$ cat src/rtl/cal_pkg.sv
// Shared types and constants for the calculator command sequencer.
// Covers FSM states, opcodes, ASCII byte values and error codes.
package cal_pkg;

    typedef enum logic [1:0] {
        ST_IDLE  = 2'd0,
        ST_OPA   = 2'd1,
        ST_OPB   = 2'd2,
        ST_ISSUE = 2'd3
    } state_t;

    localparam logic [1:0] OP_ADD = 2'd0;
    localparam logic [1:0] OP_SUB = 2'd1;
    localparam logic [1:0] OP_MUL = 2'd2;
    localparam logic [1:0] OP_DIV = 2'd3;

    localparam logic [7:0] ASC_0     = 8'h30;
    localparam logic [7:0] ASC_9     = 8'h39;
    localparam logic [7:0] ASC_PLUS  = 8'h2B;
    localparam logic [7:0] ASC_MINUS = 8'h2D;
    localparam logic [7:0] ASC_STAR  = 8'h2A;
    localparam logic [7:0] ASC_SLASH = 8'h2F;
    localparam logic [7:0] ASC_EQ    = 8'h3D;
    localparam logic [7:0] ASC_CR    = 8'h0D;
    localparam logic [7:0] ASC_SP    = 8'h20;
    localparam logic [7:0] ASC_LF    = 8'h0A;

    localparam logic [2:0] ERR_NONE     = 3'd0;
    localparam logic [2:0] ERR_BAD_CHAR = 3'd1;
    localparam logic [2:0] ERR_DIG_OVF  = 3'd2;
    localparam logic [2:0] ERR_OVERRUN  = 3'd3;
    localparam logic [2:0] ERR_TIMEOUT  = 3'd4;

    // Used at elaboration to prove the largest DIG_MAX-digit value fits OP_W bits.
    function automatic longint unsigned pow10(input int n);
        longint unsigned r;
        r = 64'd1;
        for (int i = 0; i < n; i++) begin
            r = r * 64'd10;
        end
        return r;
    endfunction

endpackage

$ cat src/rtl/cal_ascii_class.sv
// Combinational classifier sorting one received byte into the parser's
// byte classes: digit, operator, terminator, blank or bad.
import cal_pkg::*;

module cal_ascii_class (
    input  logic [7:0] rx_data,
    output logic       is_digit,
    output logic [3:0] digit,
    output logic       is_op,
    output logic [1:0] op,
    output logic       is_term,
    output logic       is_blank,
    output logic       is_bad
);

    always_comb begin
        is_digit = (rx_data >= ASC_0) && (rx_data <= ASC_9);
        digit    = rx_data[3:0];
        is_op    = 1'b0;
        op       = OP_ADD;
        case (rx_data)
            ASC_PLUS:  begin is_op = 1'b1; op = OP_ADD; end
            ASC_MINUS: begin is_op = 1'b1; op = OP_SUB; end
            ASC_STAR:  begin is_op = 1'b1; op = OP_MUL; end
            ASC_SLASH: begin is_op = 1'b1; op = OP_DIV; end
            default:   ;
        endcase
        is_term  = (rx_data == ASC_EQ) || (rx_data == ASC_CR);
        is_blank = (rx_data == ASC_SP) || (rx_data == ASC_LF);
        is_bad   = !(is_digit || is_op || is_term || is_blank);
    end

endmodule

$ cat src/rtl/cal_cmd_ctrl.sv
// Parses "A<op>B=" from the UART byte stream and issues one ALU command per expression.
// Optional idle timeout in the operand states is built when CAL_CMD_TIMEOUT_EN is defined.
import cal_pkg::*;

module cal_cmd_ctrl #(
    parameter int DIG_MAX = 4,
    parameter int OP_W    = 14,
    parameter int TO_CYC  = 100000
) (
    input  logic            clk,
    input  logic            n_rst,
    input  logic            rx_valid,
    input  logic [7:0]      rx_data,
    output logic            cmd_valid,
    input  logic            cmd_ready,
    output logic [OP_W-1:0] cmd_a,
    output logic [OP_W-1:0] cmd_b,
    output logic [1:0]      cmd_op,
    output logic            err,
    output logic [2:0]      err_code,
    output logic            busy
);

    localparam int CNT_W = $clog2(DIG_MAX + 1);
    localparam logic [CNT_W-1:0] CNT_MAX = CNT_W'(DIG_MAX);

    // Accumulation truncates to OP_W, so every DIG_MAX-digit value must fit.
    if (pow10(DIG_MAX) - 64'd1 >= (64'd1 << OP_W)) begin : g_bad_op_w
        $error("cal_cmd_ctrl: OP_W too narrow for DIG_MAX decimal digits");
    end
    if (TO_CYC < 2) begin : g_bad_to_cyc
        $error("cal_cmd_ctrl: TO_CYC must be at least 2");
    end

    logic            is_digit, is_op, is_term, is_blank, is_bad;
    logic [3:0]      digit;
    logic [1:0]      op;

    cal_ascii_class u_class (
        .rx_data  (rx_data),
        .is_digit (is_digit),
        .digit    (digit),
        .is_op    (is_op),
        .op       (op),
        .is_term  (is_term),
        .is_blank (is_blank),
        .is_bad   (is_bad)
    );

    state_t          state_q, state_d;
    logic [OP_W-1:0] a_q, a_d, b_q, b_d;
    logic [1:0]      op_q, op_d;
    logic [CNT_W-1:0] cnt_q, cnt_d;
    logic            err_q, err_d;
    logic [2:0]      code_q, code_d;
    logic [OP_W-1:0] acc_in, acc_next;
    logic            to_expire;

`ifdef CAL_CMD_TIMEOUT_EN
    localparam int TO_W = $clog2(TO_CYC);
    localparam logic [TO_W-1:0] TO_LAST = TO_W'(TO_CYC - 1);
    logic [TO_W-1:0] to_cnt_q;
    logic            in_operand;

    assign in_operand = (state_q == ST_OPA) || (state_q == ST_OPB);
    assign to_expire  = in_operand && !rx_valid && (to_cnt_q == TO_LAST);

    // Counts silent cycles while an operand is open; any byte restarts it.
    always_ff @(posedge clk or negedge n_rst) begin
        if (!n_rst) begin
            to_cnt_q <= '0;
        end else if (in_operand && !rx_valid && !to_expire) begin
            to_cnt_q <= to_cnt_q + TO_W'(1);
        end else begin
            to_cnt_q <= '0;
        end
    end
`else
    assign to_expire = 1'b0;
`endif

    // acc*10 + d as two shifts and an add; the same datapath serves both operands.
    assign acc_in   = (state_q == ST_OPB) ? b_q : a_q;
    assign acc_next = (acc_in << 3) + (acc_in << 1) + OP_W'(digit);

    always_ff @(posedge clk or negedge n_rst) begin
        if (!n_rst) begin
            state_q <= ST_IDLE;
            a_q     <= '0;
            b_q     <= '0;
            op_q    <= OP_ADD;
            cnt_q   <= '0;
            err_q   <= 1'b0;
            code_q  <= ERR_NONE;
        end else begin
            state_q <= state_d;
            a_q     <= a_d;
            b_q     <= b_d;
            op_q    <= op_d;
            cnt_q   <= cnt_d;
            err_q   <= err_d;
            code_q  <= code_d;
        end
    end

    always_comb begin
        state_d = state_q;
        a_d     = a_q;
        b_d     = b_q;
        op_d    = op_q;
        cnt_d   = cnt_q;
        err_d   = 1'b0;
        code_d  = code_q;
        case (state_q)
            ST_IDLE: begin
                if (rx_valid && is_digit) begin
                    a_d     = OP_W'(digit);
                    cnt_d   = CNT_W'(1);
                    state_d = ST_OPA;
                end else if (rx_valid && (is_op || is_term || is_bad)) begin
                    err_d  = 1'b1;
                    code_d = ERR_BAD_CHAR;
                end
            end
            ST_OPA: begin
                if (rx_valid && is_digit) begin
                    if (cnt_q < CNT_MAX) begin
                        a_d   = acc_next;
                        cnt_d = cnt_q + CNT_W'(1);
                    end else begin
                        err_d   = 1'b1;
                        code_d  = ERR_DIG_OVF;
                        state_d = ST_IDLE;
                    end
                end else if (rx_valid && is_op) begin
                    op_d    = op;
                    b_d     = '0;
                    cnt_d   = '0;
                    state_d = ST_OPB;
                end else if (rx_valid && (is_term || is_bad)) begin
                    err_d   = 1'b1;
                    code_d  = ERR_BAD_CHAR;
                    state_d = ST_IDLE;
                end
            end
            ST_OPB: begin
                if (rx_valid && is_digit) begin
                    if (cnt_q < CNT_MAX) begin
                        b_d   = acc_next;
                        cnt_d = cnt_q + CNT_W'(1);
                    end else begin
                        err_d   = 1'b1;
                        code_d  = ERR_DIG_OVF;
                        state_d = ST_IDLE;
                    end
                end else if (rx_valid && is_term && (cnt_q != '0)) begin
                    state_d = ST_ISSUE;
                end else if (rx_valid && (is_term || is_op || is_bad)) begin
                    err_d   = 1'b1;
                    code_d  = ERR_BAD_CHAR;
                    state_d = ST_IDLE;
                end
            end
            ST_ISSUE: begin
                // A byte arriving here is lost, but a same-cycle handshake still completes.
                if (rx_valid) begin
                    err_d  = 1'b1;
                    code_d = ERR_OVERRUN;
                end
                if (cmd_ready) begin
                    state_d = ST_IDLE;
                end
            end
            default: state_d = ST_IDLE;
        endcase
        if (to_expire) begin
            err_d   = 1'b1;
            code_d  = ERR_TIMEOUT;
            state_d = ST_IDLE;
        end
    end

    assign cmd_valid = (state_q == ST_ISSUE);
    assign busy      = (state_q != ST_IDLE);
    assign cmd_a     = a_q;
    assign cmd_b     = b_q;
    assign cmd_op    = op_q;
    assign err       = err_q;
    assign err_code  = code_q;

endmodule

$ cat config.mk
export PLATFORM = sky130hd
export DESIGN_NAME = cal_cmd_ctrl
export DESIGN_NICKNAME = d
export VERILOG_FILES = /design/src/rtl/cal_pkg.sv /design/src/rtl/cal_ascii_class.sv /design/src/rtl/cal_cmd_ctrl.sv
export SDC_FILE = /design/constraint.sdc
export NUM_CORES = 1
export LEC_CHECK = 0
export ABC_AREA = 1
export CAP_MARGIN = 10
export CORE_MARGIN = 5
export CORE_UTILIZATION = 45
export DETAILED_ROUTE_END_ITERATION = 8
export MAX_ROUTING_LAYER = met4
export PLACE_DENSITY_LB_ADDON = 0.25
export SLEW_MARGIN = 25
export SYNTH_ARGS = -nofsm -noshare
export SYNTH_HDL_FRONTEND = slang
export SYNTH_SLANG_ARGS = --single-unit
$ cat constraint.sdc
create_clock -name clk -period 4.5 [get_ports clk]
set_input_delay 0.675 -clock clk [delete_from_list [all_inputs] [get_ports clk]]
set_output_delay 0.675 -clock clk [all_outputs]
set_load 0.01 [all_outputs]
# Word-level counts from Yosys, hierarchy flattened
# Index checks and enable logic that the tools add are counted.
# op_classes
n_addsub	3
n_lt_le_gt_ge	3
n_eq_ne	27
mux	46
bitwise	1
reduce_logical	29
# ops
cell	count
14-bit 2-to-1 mux	5
14-bit one-hot mux with 2 select lines	2
8-bit by 6-bit == test with 1-bit output (second input constant)	6
3-bit 2-to-1 mux	14
2-bit 2-to-1 mux	9
8-bit by 4-bit == test with 1-bit output (second input constant)	2
14-bit adder	1
14-bit by 4-bit adder with 14-bit output	1
2-bit != test (second input constant)	7
13-bit 2-to-1 mux	1
3-bit != test (second input constant)	4
3-bit one-hot mux with 4 select lines	1
4-bit AND reduction	3
1-bit 2-to-1 mux	10
5-bit AND reduction	2
3-bit one-hot mux with 3 select lines	1
8-bit by 6-bit >= comparator with 1-bit output (second input constant)	1
8-bit by 6-bit <= comparator with 1-bit output (second input constant)	1
1-bit logical OR	8
2-bit one-hot mux with 4 select lines	1
1-bit logical AND	7
2-bit by 1-bit != test with 1-bit output (second input constant)	3
2-bit one-hot mux with 3 select lines	1
2-bit nonzero test	3
other kinds (13)	15
# totals
regBits	39
in_bits	12
out_inout_bits	36
elab_cells	116

# Depth between registers and ports, before layout
# depth
depth_word	13
mapped_depth	19
depth_no_buf	17

# Hierarchy
# Synthesis repeated with hierarchy kept, for this count alone.
# hier_totals
hier_cells	471
hier_area_um2	3244.4
# by_module_without_submodules
module	n_inst	cells_per_inst	area_per_inst_um2	seq_area_each_um2
cal_cmd_ctrl	1	427	3002.9	975.9
cal_ascii_class	1	44	241.5	0.0

# Least setup slack after synthesis
# Ideal clock, no wire load.
# synth_timing
kind	flip-flop to flip-flop
from	register state_q[0]
to	register a_q[10] (netlist: cmd_a[10])
t_arrival_ns	2.863
slack_ns	1.505
path_stages_with_launch	17
n_path_buf	2
synth_period_minus_slack_ns	2.995
cell_sequence	dfrtp_1 > inv_1 > ha_1 > buf_2 > clkbuf_1 > nand2_1 > o21ai_0 > inv_1 > fa_1 > fa_1 > inv_1 > nand3_1 > nand2_1 > nand2_1 > nand2_1 > xor2_1 > o22ai_1
# synth_via
elab_chain_cells	7
word_cells_on_any_way	14
cone_classes	add/sub: 2; eq/ne: 5; mux: 4; reduce/logical: 3
# synth_rtl
item	line_no	text
start, declared	cal_cmd_ctrl.sv:50	state_t state_q, state_d;
start signal, assigned	cal_cmd_ctrl.sv:96	state_q <= state_d;
2-bit == test	cal_cmd_ctrl.sv:83	assign acc_in = (state_q == ST_OPB) ? b_q : a_q;
13-bit 2-to-1 mux	cal_cmd_ctrl.sv:83	
14-bit adder	cal_cmd_ctrl.sv:84	assign acc_next = (acc_in << 3) + (acc_in << 1) + OP_W'(digit);
14-bit by 4-bit adder with 14-bit output	cal_cmd_ctrl.sv:84	
14-bit 2-to-1 mux	cal_cmd_ctrl.sv:127	if (cnt_q < CNT_MAX) begin
14-bit 2-to-1 mux	n/a	
14-bit one-hot mux with 2 select lines	cal_cmd_ctrl.sv:114	case (state_q)
end signal, assigned	cal_cmd_ctrl.sv:89	a_q <= '0;
end signal, assigned	cal_cmd_ctrl.sv:97	a_q <= a_d;
end, declared	cal_cmd_ctrl.sv:51	logic [OP_W-1:0] a_q, a_d, b_q, b_d;
# Several ways; a longest one is shown, not always the timed one. The select of a mux whose other input is x is not followed.
# A chain may end at the register's enable or synchronous reset.

# Worst setup path after layout
# Same ends and word-level chain as after synthesis.

==> metrics <==
placed insts=517; CTS max path bufs=2; RSZ-0062 raised after global routing=no; initial antenna violation count=0; FP Rows=29; sequential power share=0.191; Netlist cell types=39; Worst VDD drop=0.370 mV; final net count=489; Total GRT Usage=0.195; routed via count=2829; CTS Root Cell=clkbuf_8; FF+latch count, synth=39; top cells by area, synth=dfrtp_1, nand2_1, ha_1, inv_1, nand3_1; Req. time, crit path=4.66 ns; cells after synthesis=400; Tightest Hold Check Type=in -> async; pin count of the biggest net entering global routing=40; relative slew slack=0.516; power per cell area=704 mW/mm^2; worst path arrival time=3.62 ns; Setup crit start kind=register; Crit path max-delay family=adder cells; CTS Hold Bufs=0; post-route ant nets=0; Final Cycle Share=0.769; CP max stage delay=0.58 ns; clock network fraction of total power=0.139; first-pass GRT wire length=13.1 mm; share of synthesized registers carrying an async set or reset=1.00; ys flop type=dfrtp_1; Post-synth EDFFs=0; port bufs=47; top cell types by occurrence after synthesis=nand2_1, inv_1, dfrtp_1, ha_1; Core Area=0.00639 mm^2; Finished Layout Cells=525; # resized after CTS=0; postcts setup bufs=0; Sw Ratio=0.485; min cycle time layout=3.46 ns; number of H-tree levels=2; final antenna diode count=0; area leader, netlist=dfrtp_1; most frequent cell after synthesis=nand2_1; Total Neg Setup Slack=0 ns; Top-Level Pins=48; Multi-input gate area=0.00175 mm^2; clock-pin slew on the worst setup and hold paths=0.08 ns; post-synthesis sequential area ratio=0.327; grt total ovfl=0; post-synth net total=442; Final GP Congestion=0.969; WP depth=12; Detail Placement HPWL=5.83 mm; DIE HEIGHT=91.5 um; WS Path Type=reg -> reg; cell repeated most along the worst path=nand2_1; max_cap viols=0; CTS Sinks=39; First DRT Iteration DRCs=129; Final Hold Vio Count=0; Starting Density=0.468; wire per inst=14.7 um; CTS tree=yes; synthesized area per cell=7.47 um^2; Worst-Margin Slew=0.726 ns; crit-path max FO=19; Syn. warnings=0; Worst setup EP type=register; status=complete, no violations; Clock Latency Late Sink=0.30 ns; total CTS buffers=5; Crit-path slowest cell=ha_1; total length of routed wires=7.70 mm; FILL cells=616; vias in the first global route=2753; Leakage=1.82 nW; Slew Viols, Final=0; Layout area overhead=22.3%; P_sw=1.25 mW; Register Area=976 um^2; synthesized cell area=0.00299 mm^2; reg2reg path depth=12; layout cells sized above 1=0.0826; combinational fraction of design power=0.671; Residual DRC=0; Die Width=91.5 um; Pint=1.32 mW; setup violators final=0; TritonRoute pass-1 iters=4; highest clock rate=289 MHz; vias per inst=5.39; Buf/Inv on CP=2; post-synth top area share=0.327; clock skew=0.00767 ns; Die Area=0.00837 mm^2; Cell Chain, Critical Path=inv_1 -> ha_1 -> o21ai_0 -> fa_1 -> fa_1 -> inv_1 -> nand3_1 -> nand2_1 -> nand2_1 -> nand2_1 -> xor2_1 -> o22ai_1
[cells in the final DEF, fill, tap and decap left out, types with 2 or more instances in the layout]
| cell | synthesis | routed |
|---|---|---|
| nand2_1 | 108 | 108 |
| inv_1 | 53 | 53 |
| clkdlybuf4s50_1 | 0 | 46 |
| dfrtp_1 | 39 | 39 |
| ha_1 | 28 | 28 |
| o21ai_0 | 26 | 26 |
| nand3_1 | 26 | 26 |
| nor2_1 | 24 | 24 |
| a21oi_1 | 12 | 12 |
| o21ai_2 | 10 | 10 |
| nand4_1 | 8 | 8 |
| o21ai_1 | 7 | 7 |
| xor2_1 | 6 | 6 |
| nand2_2 | 5 | 5 |
| o22ai_1 | 5 | 5 |
| clkbuf_8 | 0 | 5 |
| xnor2_1 | 4 | 4 |
| nor3_1 | 3 | 3 |
| nor2_2 | 2 | 2 |
| nand3_4 | 2 | 2 |
| nor2_4 | 2 | 2 |
| inv_4 | 2 | 2 |
| o211ai_1 | 2 | 2 |
| a31oi_1 | 2 | 2 |
| inv_2 | 2 | 2 |
| o31ai_1 | 2 | 2 |
| fa_1 | 2 | 2 |
| bufinv_16 | 0 | 2 |
| buf_4 | 1 | 2 |
[final cells by class]
class	instances	share of cell area
multi-input combinational	296	0.480
sequential	39	0.267
timing repair buffer	48	0.130
inverter	57	0.0600
tap	77	0.0264
clock buffer	6	0.0199
clock inverter	2	0.0164
[routing by layer]
metal / GRT usage / vias up / part of all wire
met1: 0.262 / 1310 / 0.46
met3: 0.0364 / 11 / 0.058
met5: - / - / 0
met2: 0.297 / 98 / 0.46
met4: 0.0599 / 0 / 0.013
li1: - / 1410 / -
[cells by family (layout without fill, tap and decap cells)]
logic type / after synthesis / count (layout) / share of synthesized area
AND/OR/NAND/NOR: 183 / 183 / 0.276
AO/OA/AOI/OAI: 73 / 73 / 0.150
buffers and inverters: 65 / 113 / 0.0863
flip-flops: 39 / 39 / 0.327
adder cells (fa/ha/maj): 30 / 30 / 0.131
XOR/XNOR: 10 / 10 / 0.0293
[worst paths after layout]
path | to | slack (ns) | startpoint
min reg2reg | cmd_b[13]$_DFFE_PN0P_ | 0.49 | cmd_b[13]$_DFFE_PN0P_
min | cmd_a[1]$_DFFE_PN0P_ | 0.34 | n_rst
max reg2reg | cmd_a[10]$_DFFE_PN0P_ | 1.04 | state_q[0]$_DFFE_PN0P_
max in group asynchronous | cmd_a[2]$_DFFE_PN0P_ | 3.79 | n_rst
min in group clk | cmd_b[13]$_DFFE_PN0P_ | 0.49 | cmd_b[13]$_DFFE_PN0P_
max | cmd_a[10]$_DFFE_PN0P_ | 1.04 | state_q[0]$_DFFE_PN0P_
[sequential cells by signal, indices dropped and copies added (netlist names)]
name,count
cmd_a,14
cmd_b,14
cmd_op,2
cnt_q,3
err,1
err_code,3
state_q,2
[metrics by stage]
step	power, mW	worst slack [ns]	area [um^2]	util	hold slack (ns)
after detailed placement	2.20	1.06	3520	0.551	0.466
after global placement	2.18	1.15	3520	0.551	0.470
after floorplan	1.72	1.51	2990	-	0.379
final	2.57	1.04	3650	0.572	0.345
after CTS	2.57	1.04	3650	0.572	0.496
after global routing	2.81	0.712	3650	0.572	0.384
[power by group through the flow]
stage | Clock [mW] | Combinational [mW] | Sequential (mW)
floorplan | 0 | 1.20 | 0.523
global route | 0.382 | 1.93 | 0.502
finish | 0.356 | 1.72 | 0.490
global placement | 0 | 1.69 | 0.492
detailed placement | 0 | 1.71 | 0.497
CTS | 0.363 | 1.72 | 0.491
Note: power is estimated with default switching activity, not from simulation.
